## src/rtl/alu_op_sequencer_if.sv

```systemverilog
// Bundle of requester, ALU and response signals around alu_op_sequencer.
// master = requesters/consumer/ALU environment, slave = the sequencer.
interface alu_op_sequencer_if #(
  parameter int unsigned W = 4
);
  logic         req0_valid;
  logic         req0_ready;
  logic [3:0]   req0_sel;
  logic [W-1:0] req0_a;
  logic [W-1:0] req0_b;
  logic         req1_valid;
  logic         req1_ready;
  logic [3:0]   req1_sel;
  logic [W-1:0] req1_a;
  logic [W-1:0] req1_b;
  logic         alu_en;
  logic [3:0]   alu_sel;
  logic [W-1:0] alu_a;
  logic [W-1:0] alu_b;
  logic [W-1:0] alu_y;
  logic         alu_flag;
  logic         rsp_valid;
  logic         rsp_ready;
  logic         rsp_id;
  logic [W-1:0] rsp_y;
  logic         rsp_flag;
  logic         busy;

  modport master (
    output req0_valid, req0_sel, req0_a, req0_b,
    output req1_valid, req1_sel, req1_a, req1_b,
    output alu_y, alu_flag, rsp_ready,
    input  req0_ready, req1_ready, alu_en, alu_sel, alu_a, alu_b,
    input  rsp_valid, rsp_id, rsp_y, rsp_flag, busy
  );

  modport slave (
    input  req0_valid, req0_sel, req0_a, req0_b,
    input  req1_valid, req1_sel, req1_a, req1_b,
    input  alu_y, alu_flag, rsp_ready,
    output req0_ready, req1_ready, alu_en, alu_sel, alu_a, alu_b,
    output rsp_valid, rsp_id, rsp_y, rsp_flag, busy
  );
endinterface

```

## src/rtl/alu_op_sequencer.sv

```systemverilog
// Round-robin sharing of one combinational ALU between two requesters; each accepted op drives
// the ALU for ALU_LAT cycles and returns the captured result on a tagged valid/ready channel.
module alu_op_sequencer #(
  parameter int unsigned ALU_LAT = 1,
  parameter int unsigned W       = 4
) (
  input logic              clk,
  input logic              rst,
  alu_op_sequencer_if.slave bus
);

  typedef enum logic [1:0] {StIdle, StIssue, StResp} state_e;

  localparam logic [3:0] LatInit = 4'(ALU_LAT - 1);

  state_e       state_q, state_d;
  logic         rr_ptr_q, rr_ptr_d;
  logic [3:0]   lat_cnt_q, lat_cnt_d;
  logic         id_q, id_d;
  logic [3:0]   alu_sel_q, alu_sel_d;
  logic [W-1:0] alu_a_q, alu_a_d;
  logic [W-1:0] alu_b_q, alu_b_d;
  logic [W-1:0] rsp_y_q, rsp_y_d;
  logic         rsp_flag_q, rsp_flag_d;
  logic         rsp_id_q, rsp_id_d;

  logic any_valid;
  logic grant_id;
  logic accept;

  // Ready is masked by rst so nothing appears accepted during a reset cycle.
  always_comb begin
    any_valid = bus.req0_valid | bus.req1_valid;
    grant_id  = (bus.req0_valid & bus.req1_valid) ? rr_ptr_q : bus.req1_valid;
    accept    = ~rst & (state_q == StIdle) & any_valid;
  end

  assign bus.req0_ready = accept & ~grant_id;
  assign bus.req1_ready = accept & grant_id;
  assign bus.alu_en     = (state_q == StIssue);
  assign bus.rsp_valid  = (state_q == StResp);
  assign bus.busy       = (state_q != StIdle);
  assign bus.alu_sel    = alu_sel_q;
  assign bus.alu_a      = alu_a_q;
  assign bus.alu_b      = alu_b_q;
  assign bus.rsp_y      = rsp_y_q;
  assign bus.rsp_flag   = rsp_flag_q;
  assign bus.rsp_id     = rsp_id_q;

  always_comb begin
    state_d    = state_q;
    rr_ptr_d   = rr_ptr_q;
    lat_cnt_d  = lat_cnt_q;
    id_d       = id_q;
    alu_sel_d  = alu_sel_q;
    alu_a_d    = alu_a_q;
    alu_b_d    = alu_b_q;
    rsp_y_d    = rsp_y_q;
    rsp_flag_d = rsp_flag_q;
    rsp_id_d   = rsp_id_q;
    unique case (state_q)
      StIdle: begin
        if (accept) begin
          alu_sel_d = grant_id ? bus.req1_sel : bus.req0_sel;
          alu_a_d   = grant_id ? bus.req1_a : bus.req0_a;
          alu_b_d   = grant_id ? bus.req1_b : bus.req0_b;
          id_d      = grant_id;
          rr_ptr_d  = ~grant_id;
          lat_cnt_d = LatInit;
          state_d   = StIssue;
        end
      end
      StIssue: begin
        if (lat_cnt_q == 4'd0) begin
          rsp_y_d    = bus.alu_y;
          rsp_flag_d = bus.alu_flag;
          rsp_id_d   = id_q;
          state_d    = StResp;
        end else begin
          lat_cnt_d = lat_cnt_q - 4'd1;
        end
      end
      StResp: begin
        if (bus.rsp_ready) begin
          state_d = StIdle;
        end
      end
      default: state_d = StIdle;
    endcase
  end

  always_ff @(posedge clk) begin
    if (rst) begin
      state_q    <= StIdle;
      rr_ptr_q   <= 1'b0;
      lat_cnt_q  <= 4'd0;
      id_q       <= 1'b0;
      alu_sel_q  <= 4'd0;
      alu_a_q    <= '0;
      alu_b_q    <= '0;
      rsp_y_q    <= '0;
      rsp_flag_q <= 1'b0;
      rsp_id_q   <= 1'b0;
    end else begin
      state_q    <= state_d;
      rr_ptr_q   <= rr_ptr_d;
      lat_cnt_q  <= lat_cnt_d;
      id_q       <= id_d;
      alu_sel_q  <= alu_sel_d;
      alu_a_q    <= alu_a_d;
      alu_b_q    <= alu_b_d;
      rsp_y_q    <= rsp_y_d;
      rsp_flag_q <= rsp_flag_d;
      rsp_id_q   <= rsp_id_d;
    end
  end

endmodule
```

## src/flat_wrapper.sv

```systemverilog
// flat-port wrapper written by rule: the top's interface ports become plain ports
module alu_op_sequencer_flat 
#(
  parameter int unsigned ALU_LAT = 1,
  parameter int unsigned W       = 4
)
  (clk, rst, bus_req0_valid, bus_req0_sel, bus_req0_a, bus_req0_b, bus_req1_valid, bus_req1_sel, bus_req1_a, bus_req1_b, bus_alu_y, bus_alu_flag, bus_rsp_ready, bus_req0_ready, bus_req1_ready, bus_alu_en, bus_alu_sel, bus_alu_a, bus_alu_b, bus_rsp_valid, bus_rsp_id, bus_rsp_y, bus_rsp_flag, bus_busy);
  alu_op_sequencer_if #(.W(W)) bus_i ();
  input logic clk;
  input logic rst;
  input wire logic [$bits(bus_i.req0_valid)-1:0] bus_req0_valid;
  input wire logic [$bits(bus_i.req0_sel)-1:0] bus_req0_sel;
  input wire logic [$bits(bus_i.req0_a)-1:0] bus_req0_a;
  input wire logic [$bits(bus_i.req0_b)-1:0] bus_req0_b;
  input wire logic [$bits(bus_i.req1_valid)-1:0] bus_req1_valid;
  input wire logic [$bits(bus_i.req1_sel)-1:0] bus_req1_sel;
  input wire logic [$bits(bus_i.req1_a)-1:0] bus_req1_a;
  input wire logic [$bits(bus_i.req1_b)-1:0] bus_req1_b;
  input wire logic [$bits(bus_i.alu_y)-1:0] bus_alu_y;
  input wire logic [$bits(bus_i.alu_flag)-1:0] bus_alu_flag;
  input wire logic [$bits(bus_i.rsp_ready)-1:0] bus_rsp_ready;
  output wire logic [$bits(bus_i.req0_ready)-1:0] bus_req0_ready;
  output wire logic [$bits(bus_i.req1_ready)-1:0] bus_req1_ready;
  output wire logic [$bits(bus_i.alu_en)-1:0] bus_alu_en;
  output wire logic [$bits(bus_i.alu_sel)-1:0] bus_alu_sel;
  output wire logic [$bits(bus_i.alu_a)-1:0] bus_alu_a;
  output wire logic [$bits(bus_i.alu_b)-1:0] bus_alu_b;
  output wire logic [$bits(bus_i.rsp_valid)-1:0] bus_rsp_valid;
  output wire logic [$bits(bus_i.rsp_id)-1:0] bus_rsp_id;
  output wire logic [$bits(bus_i.rsp_y)-1:0] bus_rsp_y;
  output wire logic [$bits(bus_i.rsp_flag)-1:0] bus_rsp_flag;
  output wire logic [$bits(bus_i.busy)-1:0] bus_busy;
  assign bus_i.req0_valid = bus_req0_valid;
  assign bus_i.req0_sel = bus_req0_sel;
  assign bus_i.req0_a = bus_req0_a;
  assign bus_i.req0_b = bus_req0_b;
  assign bus_i.req1_valid = bus_req1_valid;
  assign bus_i.req1_sel = bus_req1_sel;
  assign bus_i.req1_a = bus_req1_a;
  assign bus_i.req1_b = bus_req1_b;
  assign bus_i.alu_y = bus_alu_y;
  assign bus_i.alu_flag = bus_alu_flag;
  assign bus_i.rsp_ready = bus_rsp_ready;
  assign bus_req0_ready = bus_i.req0_ready;
  assign bus_req1_ready = bus_i.req1_ready;
  assign bus_alu_en = bus_i.alu_en;
  assign bus_alu_sel = bus_i.alu_sel;
  assign bus_alu_a = bus_i.alu_a;
  assign bus_alu_b = bus_i.alu_b;
  assign bus_rsp_valid = bus_i.rsp_valid;
  assign bus_rsp_id = bus_i.rsp_id;
  assign bus_rsp_y = bus_i.rsp_y;
  assign bus_rsp_flag = bus_i.rsp_flag;
  assign bus_busy = bus_i.busy;
  alu_op_sequencer #(.ALU_LAT(ALU_LAT), .W(W)) u_core (.clk(clk), .rst(rst), .bus(bus_i));
endmodule
```

## config.mk

```make
export PLATFORM = sky130hd
export DESIGN_NAME = alu_op_sequencer_flat
export DESIGN_NICKNAME = d
export VERILOG_FILES = /design/src/rtl/alu_op_sequencer_if.sv /design/src/rtl/alu_op_sequencer.sv /design/src/flat_wrapper.sv
export SDC_FILE = /design/constraint.sdc
export NUM_CORES = 1
export LEC_CHECK = 0
export CORE_MARGIN = 3
export CORE_UTILIZATION = 61
export DETAILED_ROUTE_END_ITERATION = 12
export DONT_BUFFER_PORTS = 1
export PLACE_DENSITY = 0.77
export SETUP_SLACK_MARGIN = 0.02
export SLEW_MARGIN = 20
export SYNTH_ARGS = -nofsm -noshare
export SYNTH_HDL_FRONTEND = slang
export SYNTH_SLANG_ARGS = --single-unit
```

## constraint.sdc

```tcl
create_clock -name clk -period 2.1 [get_ports clk]
set_clock_uncertainty 0.2 [all_clocks]
set_input_delay 0.42 -clock clk [delete_from_list [all_inputs] [get_ports clk]]
set_output_delay 0.42 -clock clk [all_outputs]
set_load 0.01 [all_outputs]
```

Word-level counts from Yosys, hierarchy flattened
Index checks and enable logic that the tools add are counted.

operators by class
  reductions and logical operators = 8
  add/subtract/negate cells = 1
  multiplexer cells = 11
  bitwise operators = 8
  equality and inequality tests = 6

operators by type and width
  cell                                               number
  2-to-1 mux 4 bit                                   5
  case mux 4 bit (2 select lines)                    1
  2-to-1 mux 2 bit                                   3
  case mux 2 bit (3 select lines)                    1
  AND reduction 3 bit                                2
  bitwise AND 1 bit                                  5
  zero test 4 bit                                    1
  != test 2 x 1 -> 1 bit (second input constant)     2
  != test 2 bit (second input constant)              2
  AND reduction 2 bit                                2
  nonzero test 2 bit                                 2
  subtractor 4 x 1 -> 4 bit (second input constant)  1
  == test 2 x 1 -> 1 bit (second input constant)     1
  == test 2 bit (second input constant)              1
  zero test 2 bit                                    1
  inverter 1 bit                                     2
  2-to-1 mux 1 bit                                   1
  bitwise OR 1 bit                                   1

word-level totals
  logic and storage cells = 44
  output and inout bits = 23
  flip-flop bits (word level) = 26

Logic depth before layout (Yosys ltp)
  depth in word-level cells = 5
  depth in mapped cells = 5
  mapped depth without buffers = 5

Least setup slack after synthesis
No wires, ideal clock.

  path type = input -> output
  from = input rst
  to = output bus_req1_ready
  stages on the path = 5
  arrival = 1.229 ns
  slack = 0.251 ns
  buffers on the path = 2
  cell sequence = buf_2 -> nor3_4 -> buf_2 -> nand3_1 -> inv_1

between the ends
  word-level cells in the longest chain between the ends = 4

ends and longest elaborated chain
  what                            line                    RTL
  start: declaration              flat_wrapper.sv:10      input logic rst;
  inverter 1 bit                  alu_op_sequencer.sv:35  accept = ~rst & (state_q == StIdle) & any_valid;
  bitwise AND 1 bit (2 in a row)  alu_op_sequencer.sv:35
  bitwise AND 1 bit               alu_op_sequencer.sv:39  assign bus.req1_ready = accept & grant_id;
  end: declaration                flat_wrapper.sv:23      output wire logic [$bits(bus_i.req1_ready)-1:0] bus_req1_ready;

No other way between the ends.

Worst setup path after layout
  from = register u_core.state_q[1]
  to = output bus_req1_ready

between the ends
  word-level cells in the longest chain between the ends = 4

ends and longest elaborated chain
  what                            line                     RTL
  start: declaration              alu_op_sequencer.sv:16   state_e state_q, state_d;
  start signal: assignment        alu_op_sequencer.sv:94   state_q <= StIdle;
  start signal: assignment        alu_op_sequencer.sv:105  state_q <= state_d;
  zero test 2 bit                 alu_op_sequencer.sv:35
  bitwise AND 1 bit (2 in a row)  alu_op_sequencer.sv:35
  bitwise AND 1 bit               alu_op_sequencer.sv:39

No other way between the ends.

==> metrics.yaml <==
status:
  status: "finished, final reports clean"
power:
  total_power_uw: 1090
  ir_drop_v: 0.000841
  power.density_nw_per_um2: 807
  leakagePower_uw: 0.000465
sta:
  max_freq_mhz: 520
  min_period_ns: 1.92
  period_share_pct: 91.6
  rsz0062_at_grt: "no"
  fin_hold_ws_ns: 0.0427
  max_slew_margin_pct: 38.2
  setup_viol: 0
  tightest_slew_ns: 0.923
  report.final.slew_viol_count: 0
  finalHoldViolCount: 0
  timing.setup.tns_ns: 0
clock_tree:
  cts.repair.resized: 0
  path_clk_slew_ns: 0.14
  cts_tree: "yes"
  insertion_delay_ns: 0.32
  clock_path_buffers: 2
  cts_buffers: 3
  htreeDepth: 1
  root_buffer: "clkbuf_4"
  cts.sinks: 26
setup_path:
  crit_required_ns: 1.48
  startpoint_type: "flop"
  crit_type: "flop to output pin"
  crit_path_top_delay_cell: "dfxtp_1"
  cp.arrival_ns: 1.30
  crit_path_max_fanout: 7
  critPathCaptureType: "output pin"
  path_cells: "nor3_4 > nand3_1 > inv_1"
  max_stage_delay_ns: 0.40
logic_synthesis:
  synth_seq_cells: 26
  synth_fa_ha_area_share_pct: 0.990
  synth_top_cell_by_area: "dfxtp_1"
  synthMuxAreaShare_pct: 0
  synth_xor_area_share_pct: 0
  netlist_instances: 151
  synth_area_um2: 1260
  async_reset_ff_share_pct: 0
  synthSimpleGateAreaFrac_pct: 22.5
  synth.top_cells.by_count: "dfxtp_1 (26), a21oi_1 (18), o21ai_0 (15)"
  synth_compound_area_share_pct: 28.4
  synth_cell_types: 33
  synth.top_cell.area_share_pct: 41.2
  seq_area_frac_synth_pct: 41.2
  ys.flop_type: "dfxtp_1"
  synth.most_common_cell: "dfxtp_1"
  synth_edf_count: 0
  synth-warning-count: 0
  synth_top_family_by_area: "compound AO/OA/AOI/OAI gates"
  synth_area_per_cell_um2: 8.37
  syn-num-nets: 186
  synth_area_leaders: "dfxtp_1 (41%), a21oi_1 (7.1%), a311oi_1 (6.2%)"
global_route:
  grt_pass1_wl_um: 4900
  grt_max_degree: 27
  gr-total-overflow: 0
  grt_pass1_vias: 1064
  grt_util_all_layers_pct: 23.9
  grt_antenna_before_repair: 0
place:
  dp_hpwl_um: 2170
  placed_area_um2: 1260
  portBuffers: 0
  gp_congestion: 0.820
finish:
  antenna_cells: 0
  fin_nets: 185
  synthToLayoutAreaGrowth_pct: 6.44
  postLayoutCellArea_um2: 1350
  drive_gt1_share_pct: 8.72
  utilization_pct: 73.1
routing:
  ant_nets: 0
  dr.pass1.iters: 4
  wl_per_cell_um: 17.3
  vias_per_cell: 6.55
  route.detailed.drc: 0
  drt-total-wl_um: 3020
  vias: 1139
  first_iter_violations: 38
floorplan:
  die_y_um: 51.5
  io_pins: 57
  core_um2: 1840
  die_area_um2: 2650
  initial_core_util_pct: 68.7
  die_x_um: 51.5
  rows: 15
worst_hold_path:
  hold_class: "input port to flop"
run:
  maxCapViolCount: 0
-- cell type report --
class	instances	area (µm²)
multi-input cells	103	656
flip-flops and latches	26	520
fillers	163	494
repair buffers	6	47.5
inverters	10	37.5
well taps	25	31.3
clock inverters	1	30.0
clock buffers	3	22.5
-- report_power, final --
part	internal, µW	leakage [µW]	switching, µW
combinational	67.0	0.000225	107
clock	193	0.0000279	146
sequential	531	0.000213	41.6
total	791	0.000465	295
-- state kept, by name (all words and copies together) (netlist names) --
| signal | flops |
|---|---|
| u_core.bus.alu_a | 4 |
| u_core.bus.alu_b | 4 |
| u_core.bus.alu_sel | 4 |
| u_core.bus.rsp_y | 4 |
| u_core.lat_cnt_q | 4 |
| u_core.state_q | 2 |
| u_core.bus.rsp_flag | 1 |
| u_core.bus.rsp_id | 1 |
| u_core.id_q | 1 |
| u_core.rr_ptr_q | 1 |
-- final timing paths --
path                            cells after the start           startpoint             endpoint  slack [ns]
worst min-delay path                                2         bus_alu_y[2]  u_core.bus.rsp_y[2]        0.04
worst max register to register                      5  u_core.lat_cnt_q[0]  u_core.lat_cnt_q[3]        0.24
worst max-delay path                                3    u_core.state_q[1]       bus_req1_ready        0.18
worst min register to register                      2          u_core.id_q          u_core.id_q        0.30
-- cell usage in the layout, fill, tap and decap left out, types with 2 or more instances in the layout --
cell       n
nand4_1    3
nand2_1    2
or3_1      5
nor2_1     2
clkbuf_4   3
o21ai_1    3
a21oi_1   18
nand3_1   14
o31ai_1    2
or2_1      2
o21ai_0   15
o221ai_1   4
buf_4      5
nand2b_1   2
nand3b_1   5
a31oi_1    4
a311oi_1   9
inv_1     10
dfxtp_1   26
-- critical path, delay by kind of cell, from the launching register on --
kind                   cells  cell delay, ns
buffers and inverters      1            0.13
DFF                        1            0.40
and+or+nand+nor            2            0.45
-- metal layers --
metal	track usage (%)	share of wire, %	up-vias
li1	-	-	565
met2	38.8	47	50
met5	0	0	-
met3	5.73	9.1	2
met1	32.1	44	522
met4	5.24	0.60	0
-- per-stage QoR --
step / cells / setup slack [ns]
after floorplan: 151 / 0.251
after global placement: 166 / 0.403
after detailed placement: 166 / 0.288
after CTS: 171 / 0.0431
after global routing: 174 / 0.0577
final: 174 / 0.177
-- logic make-up after synthesis --
logic type | Yosys count
compound gates | 58
flops | 26
fa+ha+maj | 1
simple gates | 44
buf+inv | 22
-- timing repair --
action	in CTS	in global routing
hold buffers	1	0
setup buffers	0	3
hold endpoints to repair	26	0
setup endpoints to repair	0	2
No activity file was read; power rests on OpenSTA's default activity.
